`src/rtl/l2_ddr_refill_ctrl.sv`:
```
// DDR-to-L2 refill engine: issues BURST_LINES-beat DDR reads when L2 has room and
// drains the returned lines into L2 port B. Optional counters: L2_REFILL_STATS_EN.
module l2_ddr_refill_ctrl #(
    parameter int unsigned DDR_ADDR_W  = 28,
    parameter int unsigned BURST_LINES = 8,
    parameter int unsigned LEN_W       = 8
) (
    input  logic                  clk_166M66,
    input  logic                  mcu_sys_rst,
    input  logic                  i_refill_enable,
    input  logic                  i_start_load,
    input  logic [DDR_ADDR_W-1:0] i_start_address,
    input  logic [11:0]           i_l2_unread_size,
    input  logic                  i_l1ddr_rw_confilicts,
    output logic                  o_ddr_rd_req,
    input  logic                  i_ddr_rd_ack,
    output logic [DDR_ADDR_W-1:0] o_ddr_rd_addr,
    output logic [LEN_W-1:0]      o_ddr_rd_len,
    input  logic                  i_ddr_rd_valid,
    input  logic [127:0]          i_ddr_rd_data,
    output logic                  o_l2_ddr_operate_enable,
    output logic                  o_l2_ddr_rw,
    output logic [127:0]          o_l2_ddr_data,
    output logic                  o_busy,
    output logic                  o_err_unexpected
`ifdef L2_REFILL_STATS_EN
    ,
    output logic [15:0]           o_burst_done_cnt,
    output logic [15:0]           o_conflict_stall_cnt
`endif
);

    localparam int unsigned           PTR_W     = $clog2(BURST_LINES);
    localparam logic [11:0]           FREE_NEED = 12'(BURST_LINES * 8);
    localparam logic [DDR_ADDR_W-1:0] ADDR_STEP = DDR_ADDR_W'(BURST_LINES * 16);
    localparam logic [PTR_W:0]        DEPTH     = (PTR_W + 1)'(BURST_LINES);
    localparam logic [PTR_W:0]        LAST_BEAT = (PTR_W + 1)'(BURST_LINES - 1);
    localparam logic [PTR_W:0]        PTR_ZERO  = (PTR_W + 1)'(0);
    localparam logic [PTR_W:0]        PTR_ONE   = (PTR_W + 1)'(1);
    localparam logic [LEN_W-1:0]      LEN_VAL   = LEN_W'(BURST_LINES);

    typedef enum logic [1:0] {
        ST_IDLE       = 2'd0,
        ST_REQ        = 2'd1,
        ST_RECV       = 2'd2,
        ST_WAIT_DRAIN = 2'd3
    } state_t;

    state_t                state_q, state_d;
    logic [DDR_ADDR_W-1:0] addr_q, addr_d;
    logic [LEN_W-1:0]      len_q, len_d;
    logic [PTR_W:0]        beat_q, beat_d;
    logic [PTR_W:0]        wr_ptr_q, wr_ptr_d;
    logic [PTR_W:0]        rd_ptr_q, rd_ptr_d;
    logic [PTR_W:0]        mask_q, mask_d;
    logic                  err_q, err_d;
    logic [127:0]          last_data_q, last_data_d;
    logic [127:0]          buf_q [BURST_LINES];

    logic [11:0]  free_s;
    logic         empty_s;
    logic         full_s;
    logic         push_s;
    logic         pop_s;
    logic         bad_beat_s;
    logic [127:0] head_s;

    assign free_s     = 12'hFFF - i_l2_unread_size;
    assign empty_s    = (wr_ptr_q == rd_ptr_q);
    assign full_s     = ((wr_ptr_q - rd_ptr_q) == DEPTH);
    assign push_s     = i_ddr_rd_valid && (state_q == ST_RECV) && !full_s;
    assign pop_s      = !empty_s && !i_l1ddr_rw_confilicts;
    assign bad_beat_s = i_ddr_rd_valid && !push_s;
    assign head_s     = buf_q[rd_ptr_q[PTR_W-1:0]];

    // Burst sequencing and DDR request address/length.
    always_comb begin
        state_d = state_q;
        addr_d  = addr_q;
        len_d   = len_q;
        beat_d  = beat_q;
        case (state_q)
            ST_IDLE: begin
                if (i_start_load && empty_s) begin
                    addr_d = i_start_address;
                end else begin
                    addr_d = addr_q;
                end
                if (i_refill_enable && empty_s && (free_s >= FREE_NEED)) begin
                    state_d = ST_REQ;
                    len_d   = LEN_VAL;
                end else begin
                    state_d = ST_IDLE;
                end
            end
            ST_REQ: begin
                if (i_ddr_rd_ack) begin
                    state_d = ST_RECV;
                    beat_d  = PTR_ZERO;
                    addr_d  = addr_q + ADDR_STEP;
                end else begin
                    state_d = ST_REQ;
                end
            end
            ST_RECV: begin
                if (push_s) begin
                    beat_d = beat_q + PTR_ONE;
                    if (beat_q == LAST_BEAT) begin
                        state_d = ST_WAIT_DRAIN;
                    end else begin
                        state_d = ST_RECV;
                    end
                end else begin
                    state_d = ST_RECV;
                end
            end
            ST_WAIT_DRAIN: begin
                if (empty_s) begin
                    state_d = ST_IDLE;
                end else begin
                    state_d = ST_WAIT_DRAIN;
                end
            end
            default: begin
                state_d = ST_IDLE;
            end
        endcase
    end

    // Holding-buffer pointers, last-written line and sticky error. Stray beats
    // from a burst cut short by reset are not flagged while mask_q counts down.
    always_comb begin
        wr_ptr_d    = wr_ptr_q;
        rd_ptr_d    = rd_ptr_q;
        last_data_d = last_data_q;
        mask_d      = mask_q;
        err_d       = err_q;
        if (push_s) begin
            wr_ptr_d = wr_ptr_q + PTR_ONE;
        end else begin
            wr_ptr_d = wr_ptr_q;
        end
        if (pop_s) begin
            rd_ptr_d    = rd_ptr_q + PTR_ONE;
            last_data_d = head_s;
        end else begin
            rd_ptr_d    = rd_ptr_q;
            last_data_d = last_data_q;
        end
        if (mask_q != PTR_ZERO) begin
            mask_d = mask_q - PTR_ONE;
        end else begin
            mask_d = PTR_ZERO;
        end
        if (bad_beat_s && (mask_q == PTR_ZERO)) begin
            err_d = 1'b1;
        end else begin
            err_d = err_q;
        end
    end

    // State register with synchronous reset.
    always_ff @(posedge clk_166M66) begin
        if (mcu_sys_rst) begin
            state_q     <= ST_IDLE;
            addr_q      <= {DDR_ADDR_W{1'b0}};
            len_q       <= {LEN_W{1'b0}};
            beat_q      <= PTR_ZERO;
            wr_ptr_q    <= PTR_ZERO;
            rd_ptr_q    <= PTR_ZERO;
            mask_q      <= DEPTH;
            err_q       <= 1'b0;
            last_data_q <= 128'd0;
        end else begin
            state_q     <= state_d;
            addr_q      <= addr_d;
            len_q       <= len_d;
            beat_q      <= beat_d;
            wr_ptr_q    <= wr_ptr_d;
            rd_ptr_q    <= rd_ptr_d;
            mask_q      <= mask_d;
            err_q       <= err_d;
            last_data_q <= last_data_d;
        end
    end

    // Line storage; validity is tracked by the pointers, so no reset needed.
    always_ff @(posedge clk_166M66) begin
        if (push_s) begin
            buf_q[wr_ptr_q[PTR_W-1:0]] <= i_ddr_rd_data;
        end
    end

    assign o_ddr_rd_req            = (state_q == ST_REQ);
    assign o_ddr_rd_addr           = addr_q;
    assign o_ddr_rd_len            = len_q;
    assign o_l2_ddr_operate_enable = pop_s;
    assign o_l2_ddr_rw             = pop_s;
    assign o_l2_ddr_data           = pop_s ? head_s : last_data_q;
    assign o_busy                  = (state_q != ST_IDLE) || !empty_s;
    assign o_err_unexpected        = err_q;

`ifdef L2_REFILL_STATS_EN
    logic [15:0] burst_cnt_q, burst_cnt_d;
    logic [15:0] stall_cnt_q, stall_cnt_d;

    // Saturating activity counters.
    always_comb begin
        burst_cnt_d = burst_cnt_q;
        stall_cnt_d = stall_cnt_q;
        if ((state_q == ST_WAIT_DRAIN) && empty_s && (burst_cnt_q != 16'hFFFF)) begin
            burst_cnt_d = burst_cnt_q + 16'd1;
        end else begin
            burst_cnt_d = burst_cnt_q;
        end
        if (!empty_s && i_l1ddr_rw_confilicts && (stall_cnt_q != 16'hFFFF)) begin
            stall_cnt_d = stall_cnt_q + 16'd1;
        end else begin
            stall_cnt_d = stall_cnt_q;
        end
    end

    // Counter registers.
    always_ff @(posedge clk_166M66) begin
        if (mcu_sys_rst) begin
            burst_cnt_q <= 16'd0;
            stall_cnt_q <= 16'd0;
        end else begin
            burst_cnt_q <= burst_cnt_d;
            stall_cnt_q <= stall_cnt_d;
        end
    end

    assign o_burst_done_cnt     = burst_cnt_q;
    assign o_conflict_stall_cnt = stall_cnt_q;
`endif

endmodule

```
`config.mk`:
```
export PLATFORM = sky130hd
export DESIGN_NAME = l2_ddr_refill_ctrl
export DESIGN_NICKNAME = d
export VERILOG_FILES = /design/src/rtl/l2_ddr_refill_ctrl.sv
export SDC_FILE = /design/constraint.sdc
export NUM_CORES = 1
export LEC_CHECK = 0
export ABC_AREA = 0
export BUFFER_PORTS_ARGS = -buffer_cell sky130_fd_sc_hd__buf_2
export CORE_MARGIN = 10
export CORE_UTILIZATION = 45
export DETAILED_ROUTE_END_ITERATION = 10
export GPL_TIMING_DRIVEN = 1
export PLACE_DENSITY = 0.65
export SYNTH_ARGS = -nofsm -noshare
export SYNTH_HDL_FRONTEND = slang
export SYNTH_SLANG_ARGS = --single-unit
```
`constraint.sdc`:
```
create_clock -name clk_166M66 -period 17.1 [get_ports clk_166M66]
set_clock_uncertainty 0.2 [all_clocks]
set_input_delay 0 -clock clk_166M66 [delete_from_list [all_inputs] [get_ports clk_166M66]]
set_output_delay 0 -clock clk_166M66 [all_outputs]
set_load 0.02 [all_outputs]
```
## Word level (Yosys, flattened, before mapping)

Memory sizes are Yosys's and may differ from the RTL's. A register that Yosys moved wholly into a read port is not among the register bits.
Cells that the tools add are included.

| operators by class | value |
|---|---|
| multiplexer cells | 18 |
| bitwise logic cells | 1 |
| reductions and logical operators | 23 |
| order comparisons | 1 |
| $add $sub $neg | 7 |
| equal/unequal tests | 9 |

Operator list:

| kind | count |
|---|---|
| 128-bit two-way mux | 1 |
| 28-bit two-way mux | 2 |
| 28-bit one-hot mux with 2 select lines | 1 |
| 28-bit by 8-bit adder with 28-bit output (second input constant) | 1 |
| 4-bit by 1-bit adder with 4-bit output (second input constant) | 3 |
| 12-bit by 7-bit >= comparator with 1-bit output (second input constant) | 1 |
| 4-bit two-way mux | 3 |
| 12-bit subtractor (first input constant) | 1 |
| 1-bit logical AND | 8 |
| 2-bit one-hot mux with 4 select lines | 1 |
| 4-bit one-hot mux with 2 select lines | 1 |
| 2-bit two-way mux | 3 |
| 3-bit two-way mux | 2 |
| 3-bit AND reduction | 2 |
| 2-bit nonzero test | 3 |
| 2-bit equality test (second input constant) | 2 |
| 4-bit by 3-bit equality test with 1-bit output (second input constant) | 1 |
| 4-bit equality test | 1 |
| 4-bit equality test (second input constant) | 1 |
| 1-bit zero test | 4 |
| 4-bit zero test | 1 |
| 1-bit two-way mux | 4 |
| 2-bit != test (second input constant) | 2 |
| 4-bit nonzero test | 1 |
| other kinds (9) | 9 |

| word-level totals | value |
|---|---|
| logic and storage cells | 70 |
| memory bits (writable) | 1024 |
| memories | 1 |
| output and inout port bits | 169 |
| register bits | 176 |

Memories:

| name | words | bits a word | read ports | clocked after Yosys merged registers in | write ports | line | RTL |
|---|---|---|---|---|---|---|---|
| buf_q | 8 | 128 | 1 | 1 | 1 | 58 | `logic [127:0] buf_q [BURST_LINES];` |

## Logic depth before layout (Yosys ltp)

| depth | value |
|---|---|
| word-level depth | 7 |
| mapped depth | 9 |
| depth with buffers taken out | 7 |

## Worst setup path before layout

No wires, ideal clock.

| timing | value |
|---|---|
| path type | register -> register |
| from | register rd_ptr_q[2] |
| to | memory buf_q[4][0], enable pin |
| data required time | 16.102 ns |
| period minus slack after synthesis | 12.046 ns |
| setup slack | 5.054 ns |
| arrival time | 11.048 ns |
| stages on the path, launching flop included | 8 |
| path buffers | 0 |
| path through | dfxtp_1 inv_1 ha_1 and3b_1 or3_1 a41o_1 nand2b_1 nor3b_1 |

| on the way | value |
|---|---|
| cells in the longest elaborated chain, start to end | 6 |

RTL lines:

| item | line | RTL |
|---|---|---|
| start: declaration | 54 | `logic [PTR_W:0] rd_ptr_q, rd_ptr_d;` |
| start signal: assignment | 180 | `rd_ptr_q <= rd_ptr_d;` |
| 4-bit subtractor | 70 | `assign full_s = ((wr_ptr_q - rd_ptr_q) == DEPTH);` |
| 4-bit equality test | 70 |  |
| 1-bit zero test | 71 | `assign push_s = i_ddr_rd_valid && (state_q == ST_RECV) && !full_s;` |
| 1-bit logical AND | 71 |  |
| 1-bit two-way mux | 189 | `if (push_s) begin` |
| 1-bit two-way mux (implied by the code) | 190 | `buf_q[wr_ptr_q[PTR_W-1:0]] <= i_ddr_rd_data;` |
| end: declaration | 58 |  |

No other way between the ends.

==> impl_metrics.ini <==
[outcome]
status = complete, no violations

[clocking]
clockBufferDepth = 3
clkTransAtPathRegs_ns = 0.06
cts_resized = 0
post_cts_buffers = 0
cts.sinks = 1203
hold_buffers = 363
cts-root-buf = clkbuf_16
cts_tree = built
insertion_delay_ns = 0.72
cts-buffers-inserted = 120
ctsHtreeMaxLevel = 3

[synth]
synth_most_common_cell = edfxtp_1
ys_async_sr_fraction_pct = 0
synth_cell_types = 61
syn_area_per_cell_um2 = 19.0
synth.largest_area_cell = edfxtp_1
ys_ff_latch = 1203
synth_cells = 2397
synth_top_area_share_pct = 67.4
synth_enable_flop_cells = 1024
yosysWarnings = 0
synth_ff_type = edfxtp_1
synth.area.top_cells = edfxtp_1 (67%), mux4_2 (13%), dfxtp_1 (7.9%)
seq_area_frac_synth_pct = 75.2
netlist_top_cells_count = edfxtp_1 (1,024), mux4_2 (256), dfxtp_1 (179)
netlist_area_um2 = 45600

[cells_and_area]
synthToLayoutAreaGrowth_pct = 23.5
utilization_pct = 56.2
fill_cells = 7576
finalNonFillerCells = 4594
postLayoutCellArea_um2 = 56400
drive_above_1_share_pct = 25.8
fin_nets = 3301
multiInputGateArea_um2 = 10700
register_area_um2 = 34300

[grt]
grtUsageTotal_pct = 18.5
first_global_vias = 26200
grt-ovfl-total = 0
grt_first_pass_wirelength_um = 164000
grt_start_max_net_pins = 158
antenna_found_initial = 14

[sta]
drv_slew = 0
final_hold_viol_count = 0
fin_crit_ns = 5.40
tightest_slew_ns = 1.15
max_freq_mhz = 185
slew_headroom_pct = 23.5
setup_tns_ns = 0
min_period_over_period_pct = 31.6
setup_violations = 0
rsz0062_at_grt = false

[routing]
drtAntennaViolNets = 0
detail_route.first_pass.iterations = 7
drt-total-wl_um = 107000
num_vias = 24700
drtIter0Drc = 1845
drc = 0
via_per_inst = 5.37
wl_per_cell_um = 23.3

[worst_setup_path]
crit_path_end_kind = output port
crit_type = reg -> out
worstPathRequired_ns = 16.90
cp_max_fo = 46
arrival_ns = 5.20
cp-start-kind = flip-flop

[place]
globalplace.congestion = 0.851
numPortBuffers = 330
dp.cells = 3990
postPlaceCellArea_um2 = 48800
hpwl_um = 56400

[floorplanning]
core-area_um2 = 100000
dieHeight_um = 338
num_io_pins = 344
rows = 116
start_util_pct = 45.5
dieArea_um2 = 115000
die_w_um = 338

[job]
drv_cap = 0

[worst_hold_path]
hold_path_class = in -> reg

[pwr]
power_density_nw_per_um2 = 113
leakage_nw = 18.7
vdd_ir_drop_max_uv = 90.2
[worst max-delay path, stage by stage, from the launching register on]
cell	delay, ns
dfxtp_4	0.80
buf_4	0.71
buf_4	0.84
buf_4	0.84
mux4_2	0.60
mux2i_1	0.15
a21oi_1	0.17
buf_2	0.27
[state kept, by name, indices dropped and copies added, names as in the netlist, named ones only]
name,count
o_err_unexpected,1
rd_ptr_q,4
state_q,2
wr_ptr_q,4
mask_q,4
buf_q,1024
last_data_q,128
o_ddr_rd_len,1
beat_q,4
o_ddr_rd_addr,28
[worst paths after layout]
check,start,endpoint,slack (ns),cells after the start
worst max-delay path,flip-flop,o_l2_ddr_data[59],11.70,7
worst min-delay path,i_ddr_rd_data[65],buf_q[2][65],0.07,2
worst max register to register,wr_ptr_q[2],buf_q[2][120],12.18,8
worst min register to register,mask_q[0],mask_q[0],0.27,1
[report_power, final]
group / switching, mW / total, mW / internal, mW
clock network: 1.09 / 2.58 / 1.48
logic: 0.310 / 0.551 / 0.241
registers: 0.0324 / 3.26 / 3.23
total: 1.43 / 6.39 / 4.95
[placed cells by master (no fill, tap or decap), types with 7 or more instances in the layout]
cell           netlist  final
buf_2               50    329
a21oi_1            166    166
nand2_1             42     42
clkbuf_8             0     17
mux4_2             256    256
ha_1                 8      8
nor3_1              14     12
o21ai_0             12     11
dlygate4sd3_1        0    363
clkbuf_1            60     31
nor2b_1            134    134
clkbuf_16            0    121
edfxtp_1          1024   1024
nor2_1             152    151
dfxtp_1            179    176
bufinv_16            0      7
mux2i_1            130    130
nand3_1             15     15
nand4_1              9      9
nand2b_1            13     13
diode_2              0     11
buf_4                9     40
clkinv_1             0     12
inv_1               10     10
or3_1                7      7
conb_1               1      7
clkinv_2             0     22
clkinvlp_4           0      8
[routing by layer]
metal	GRT usage (%)	up-vias	share of wire [%]
li1	-	11000	-
met2	31.6	837	50
met4	4.86	6	1.8
met1	24.2	12700	41
met3	3.40	147	6.4
met5	0	-	0.032
[through the flow]
stage	setup slack, ns	power, mW	hold slack (ns)
after CTS	11.30	6.45	0.00813
after global placement	12.05	3.77	0.0517
after detailed placement	11.98	3.79	0.0568
after floorplan	5.05	3.62	-0.101
after global routing	11.00	6.61	0.0747
final	11.70	6.39	0.0695
[cell type report]
| cell class | instances | share of cell area (%) |
|---|---|---|
| flip-flops and latches | 1203 | 60.9 |
| multi-input cells | 1047 | 19.0 |
| repair buffers | 735 | 9.99 |
| clock buffers | 169 | 5.99 |
| well taps | 1357 | 3.01 |
| clock inverters | 61 | 0.981 |
| inverters | 11 | 0.0733 |
| diodes | 11 | 0.0488 |
[cells by family (layout without fill, tap and decap cells)]
group                      Yosys count  in the layout  synth area share, %
DFF                               1203           1203                 75.2
and+or+nand+nor                    421            421                 4.76
muxes                              387            387                 15.5
AOI/OAI and AO/OA                  218            218                 2.66
buffers and inverters              153            976                 1.49
adders and majority gates            8              8                0.219
xor gates and xnor gates             6              6                0.115
other                                1             18              0.00822
Power figures use the tool's default switching activity.
